**config.mk**
```make
export PLATFORM = sky130hd
export DESIGN_NAME = alu_multicycle
export DESIGN_NICKNAME = d
export VERILOG_FILES = /design/src/rtl/alu_multicycle.sv
export SDC_FILE = /design/constraint.sdc
export NUM_CORES = 1
export LEC_CHECK = 0
export CORE_AREA = 10 10 215 217
export DETAILED_ROUTE_END_ITERATION = 7
export DIE_AREA = 0 0 225 227
export PLACE_DENSITY = 0.49
export SETUP_SLACK_MARGIN = 0.1
export SKIP_LAST_GASP = 1
export SLEW_MARGIN = 30
export SYNTH_ARGS = -nofsm -noshare
export SYNTH_HDL_FRONTEND = slang
export SYNTH_SLANG_ARGS = --single-unit
```
**constraint.sdc**
```tcl
create_clock -name clk -period 4 [get_ports clk]
set_input_delay 0.8 -clock clk [delete_from_list [all_inputs] [get_ports clk]]
set_output_delay 0.8 -clock clk [all_outputs]
set_load 0.02 [all_outputs]
```
**src/rtl/alu_multicycle.sv**
```systemverilog
// Execution stage behind alu_decoder: single-cycle arithmetic/logic/compare,
// serial 1-bit-per-cycle shifter under a start/busy/done handshake.
module alu_multicycle #(
    parameter int WIDTH = 32
) (
    input  logic             clk,
    input  logic             reset_n,
    input  logic             start,
    input  logic [3:0]       ALUControl,
    input  logic [WIDTH-1:0] SrcA,
    input  logic [WIDTH-1:0] SrcB,
    output logic [WIDTH-1:0] ALUResult,
    output logic             Zero,
    output logic             busy,
    output logic             done,
    output logic             illegal
);

    localparam int SHW = $clog2(WIDTH);

    typedef enum logic {IDLE, SHIFT} state_t;
    typedef enum logic [1:0] {SH_LL, SH_RL, SH_RA} shop_t;

    state_t           state_q, state_d;
    shop_t            op_q, op_d, dec_op;
    logic [WIDTH-1:0] acc_q, acc_d;
    logic [SHW-1:0]   cnt_q, cnt_d;
    logic [WIDTH-1:0] res_q, res_d;
    logic             zero_q, zero_d;
    logic             done_q, done_d;
    logic             ill_q, ill_d;

    logic [WIDTH-1:0] alu_res;
    logic             is_shift;
    logic             legal;
    logic [SHW-1:0]   shamt;
    logic             fin;
    logic             fin_ill;
    logic [WIDTH-1:0] fin_val;

    function automatic logic [WIDTH-1:0] shift1(
        input shop_t            op,
        input logic [WIDTH-1:0] v
    );
        case (op)
            SH_LL:   shift1 = {v[WIDTH-2:0], 1'b0};
            SH_RL:   shift1 = {1'b0, v[WIDTH-1:1]};
            default: shift1 = {v[WIDTH-1], v[WIDTH-1:1]};
        endcase
    endfunction

    assign shamt = SrcB[SHW-1:0];

    // Shift codes yield SrcA here so shamt==0 completes in one cycle.
    always_comb begin
        alu_res  = '0;
        is_shift = 1'b0;
        legal    = 1'b1;
        dec_op   = SH_LL;
        unique case (ALUControl)
            4'b0000: alu_res = SrcA + SrcB;
            4'b0001: alu_res = SrcA - SrcB;
            4'b0010: alu_res = SrcA & SrcB;
            4'b0011: alu_res = SrcA | SrcB;
            4'b0110: alu_res = SrcA ^ SrcB;
            4'b0101: alu_res = {{(WIDTH-1){1'b0}},
                                $signed(SrcA) < $signed(SrcB)};
            4'b1101: alu_res = {{(WIDTH-1){1'b0}}, SrcA < SrcB};
            4'b0100: begin
                is_shift = 1'b1;
                dec_op   = SH_LL;
                alu_res  = SrcA;
            end
            4'b0111: begin
                is_shift = 1'b1;
                dec_op   = SH_RL;
                alu_res  = SrcA;
            end
            4'b1111: begin
                is_shift = 1'b1;
                dec_op   = SH_RA;
                alu_res  = SrcA;
            end
            default: legal = 1'b0;
        endcase
    end

    always_comb begin
        state_d = state_q;
        op_d    = op_q;
        acc_d   = acc_q;
        cnt_d   = cnt_q;
        res_d   = res_q;
        zero_d  = zero_q;
        done_d  = 1'b0;
        ill_d   = ill_q;
        fin     = 1'b0;
        fin_ill = 1'b0;
        fin_val = '0;
        unique case (state_q)
            IDLE: begin
                if (start) begin
                    if (is_shift && shamt != '0) begin
                        acc_d = shift1(dec_op, SrcA);
                        cnt_d = shamt - SHW'(1);
                        op_d  = dec_op;
                        if (shamt == SHW'(1)) begin
                            fin     = 1'b1;
                            fin_val = acc_d;
                        end else begin
                            state_d = SHIFT;
                        end
                    end else begin
                        fin     = 1'b1;
                        fin_val = alu_res;
                        fin_ill = ~legal;
                    end
                end
            end
            SHIFT: begin
                acc_d = shift1(op_q, acc_q);
                cnt_d = cnt_q - SHW'(1);
                if (cnt_q == SHW'(1)) begin
                    fin     = 1'b1;
                    fin_val = acc_d;
                    state_d = IDLE;
                end
            end
            default: state_d = IDLE;
        endcase
        if (fin) begin
            res_d  = fin_val;
            zero_d = (fin_val == '0);
            done_d = 1'b1;
            ill_d  = fin_ill;
        end
    end

    always_ff @(posedge clk or negedge reset_n) begin
        if (!reset_n) begin
            state_q <= IDLE;
            op_q    <= SH_LL;
            acc_q   <= '0;
            cnt_q   <= '0;
            res_q   <= '0;
            zero_q  <= 1'b1;
            done_q  <= 1'b0;
            ill_q   <= 1'b0;
        end else begin
            state_q <= state_d;
            op_q    <= op_d;
            acc_q   <= acc_d;
            cnt_q   <= cnt_d;
            res_q   <= res_d;
            zero_q  <= zero_d;
            done_q  <= done_d;
            ill_q   <= ill_d;
        end
    end

    assign ALUResult = res_q;
    assign Zero      = zero_q;
    assign busy      = (state_q == SHIFT);
    assign done      = done_q;
    assign illegal   = ill_q;

endmodule

```
==> reports/metrics.cfg <==
[routing]
drt-total-wl_mm = 54.9
first_pass_iters = 5
drc = 0
drt_iter0_drc = 1067
vias = 13313
antenna_left = 0
avgViaCountPerCell = 5.29
wire_per_inst_um = 21.8

[power_and_ir_drop]
seqPwrFrac_pct = 24.6
clock_power_share_pct = 13.8
peakVddDrop_uv = 212
pwr-share-comb_pct = 61.5
powerDensity_mw_per_mm2 = 339
internal_power_w = 0.00320
p_sw_w = 0.00252
p_total_w = 0.00571
swShare_pct = 44.0
power_leakage_nw = 8.14

[setup_path]
critPathTopFamily = compound AO/OA/AOI/OAI gates
end_kind = register
crit_required_ns = 4.26
start_kind = input port
worstSetupPathDepth = 16
crit_fanout = 4
critPathMaxStageDelay_ns = 0.39
path_cells = dlymetal6s2s_1 -> buf_4 -> ha_1 -> or2_4 -> o221a_4 -> buf_4 -> o21a_1 -> o31a_1 -> o31a_1 -> o311a_1 -> nor2_2 -> nand4_1 -> nor4_4 -> buf_4 -> nand4_1 -> o41ai_2
rr_worst_depth = 13
worstPathArrival_ns = 4.38
crit_slowest_cell = o311a_1
critPathBufInv = 4
criticalPathCategory = in2reg
crit_top_cell = buf_4

[synthesis]
syn_area_mm2 = 0.0103
yosysUniqueCellTypes = 85
yosysSeqAreaShare_pct = 18.1
syn_nets = 1626
yosys_most_used_dff = dfrtp_1
ys_top_cells_by_count = nor2_1 (203), a21oi_1 (162), ha_1 (118), inv_1 (97), nand2_1 (96)
synth_edf_count = 0
synth-seq-cells = 75
synth_area_leaders = dfrtp_1 (18%), ha_1 (14%), a21oi_1 (7.8%), nor2_1 (7.4%), mux2i_1 (6.1%)
synth_top_area_cell = dfrtp_1
synth_top_area_share_pct = 17.9
ys_warn_count = 0
yosysMostFrequentCell = nor2_1
avgSynthCellArea_um2 = 7.21
syn_inst = 1435
ys_async_sr_fraction_pct = 100

[clock_network]
cts_tree = yes
clkSlewWorstSetupHoldPaths_ns = 0.07
holdBufCountCts = 0
cts_inserted_buffers = 9
ctsHtreeMaxLevel = 3
clock_sinks = 75
cts_buffer_depth = 2
cts-root-buf = clkbuf_16
worstSkewPairLatency_ns = 0.35

[global_route]
antenna_found_initial = 1
overflow = 0
grt_pass1_vias = 13238
grt_pass1_wl_mm = 81.4
grt_usage_pct = 20.8
grt_max_degree = 70

[timing]
rsz0062_at_grt = yes
worst_slack_ns = -0.120
relSlewSlack_pct = 45.3
min_period_ns = 4.12
worst_slew_pin_slew_ns = 0.820
finalHoldViolCount = 0
drv_slew = 0
setup_viol = 1
period_share_pct = 103
fin_worst_skew_ns = 0.00631
max_freq_mhz = 243

[place]
portBuffers = 106
dpl_cell_area_mm2 = 0.0154
gp_routability_congestion = 0.948
post-place-cells = 2472
dp_hpwl_mm = 44.8
pre_cts_ws_ns = -0.907

[layout]
fin_util_pct = 40.4
nNetsFinal = 2163
syn_to_final_growth_pct = 63.1
drive_gt1_share_pct = 35.9
postLayoutCellArea_mm2 = 0.0169
fill_cells = 4323
final_cells = 2516
antenna_cells = 0

[floorplanning]
dieArea_mm2 = 0.0511
fp.coreArea_mm2 = 0.0418
rows = 75
ios = 107
die_y_um = 227
start_util_pct = 24.8
die_x_um = 225

[run_status]
status = complete, but fails checks
violations = negative setup slack

[worst_hold_path]
hold_class = reg2reg
hold_depth = 2

[job]
cap_viol_max_count = 0

[power groups by stage]
stage	clock [W]	combinational [W]	sequential (W)
final	0.000791	0.00352	0.00141
after global routing	0.000838	0.00379	0.00145
after CTS	0.000806	0.00339	0.00140
after detailed placement	0	0.00330	0.00141
after global placement	0	0.00327	0.00140
after floorplan	0	0.00155	0.00150
[through the flow]
| stage | hold WS [ns] | TNS [ns] |
|---|---|---|
| global placement | 0.461 | -7.78 |
| global route | 0.494 | -0.223 |
| detailed placement | 0.468 | -7.36 |
| CTS | 0.483 | -0.285 |
| finish | 0.475 | -0.120 |
| floorplan | 0.491 | 0 |
[layout make-up]
cell class | count | area [um2] | area share [%]
Inverter | 98 | 373 | 2.21
Clock inverter | 7 | 51.3 | 0.304
Clock buffer | 9 | 225 | 1.33
Multi-Input combinational cell | 1167 | 8620 | 51.1
Tap cell | 539 | 674 | 4.00
Timing Repair Buffer | 621 | 5050 | 29.9
Sequential cell | 75 | 1880 | 11.1
[state kept, by name, indices dropped and copies added (netlist names)]
name	count
ALUResult	32
Zero	1
acc_q	32
busy	1
cnt_q	5
done	1
illegal	1
op_q	2
[worst paths after layout]
check	from	slack, ns	end
min in group asynchronous	reset_n	0.53	done
min reg2reg	ALUResult[13]	0.48	ALUResult[13]
max in group asynchronous	reset_n	2.68	acc_q[5]
min	ALUResult[13]	0.48	ALUResult[13]
max	SrcA[2]	-0.12	Zero
max reg2reg	op_q[0]	0.07	Zero
[cells in the final DEF (no fill, tap or decap), types with 9 or more instances in the layout]
cell / synthesis / routed
o21ai_0: 83 / 70
ha_2: 0 / 9
mux2i_1: 63 / 62
buf_6: 1 / 16
clkdlybuf4s50_1: 0 / 73
nor3_1: 43 / 36
nand2b_1: 15 / 15
nand3_1: 24 / 22
nand2_1: 96 / 93
dfrtp_1: 74 / 73
a31oi_1: 17 / 15
o211ai_1: 27 / 27
nor2_1: 203 / 190
inv_1: 97 / 77
a21oi_1: 162 / 143
xnor2_1: 19 / 18
nand4_1: 15 / 15
nor2_2: 2 / 9
o21a_1: 9 / 9
buf_4: 1 / 500
a211oi_1: 18 / 13
dlymetal6s2s_1: 0 / 26
o221ai_1: 17 / 16
inv_2: 1 / 19
o21ai_1: 1 / 11
o22ai_1: 25 / 23
a21oi_2: 0 / 17
ha_4: 0 / 17
clkbuf_16: 0 / 9
a21o_1: 20 / 20
ha_1: 118 / 92
o31ai_1: 18 / 13
[routing by layer]
layer	track usage (%)	vias to the layer above	wire, um
met1	26.2	6371	23300
met5	0	-	0
li1	-	6292	-
met4	9.67	0	2420
met2	34.6	538	25700
met3	3.11	112	3510
[kinds of logic (layout without fill, tap and decap cells)]
kind of cell | after synthesis | in the layout | synth area share [%]
AO/OA/AOI/OAI | 486 | 486 | 30.5
AND/OR/NAND/NOR | 472 | 472 | 21.1
buffers and inverters | 193 | 735 | 7.28
adder cells (fa/ha/maj) | 120 | 120 | 14.7
flip-flops | 75 | 75 | 18.2
multiplexers | 65 | 65 | 6.31
XOR/XNOR | 24 | 24 | 2.03
[what timing repair did]
item                       CTS  global route
pin swaps                   25            51
setup buffers                5            23
setup endpoints to repair   12            12
gates resized for setup     75           170
[worst min-delay path: cells and delay by family (launching register included)]
family / cells / cell delay (ns)
flops: 1 / 0.34
simple gates: 2 / 0.10
Power figures use the tool's default switching activity.
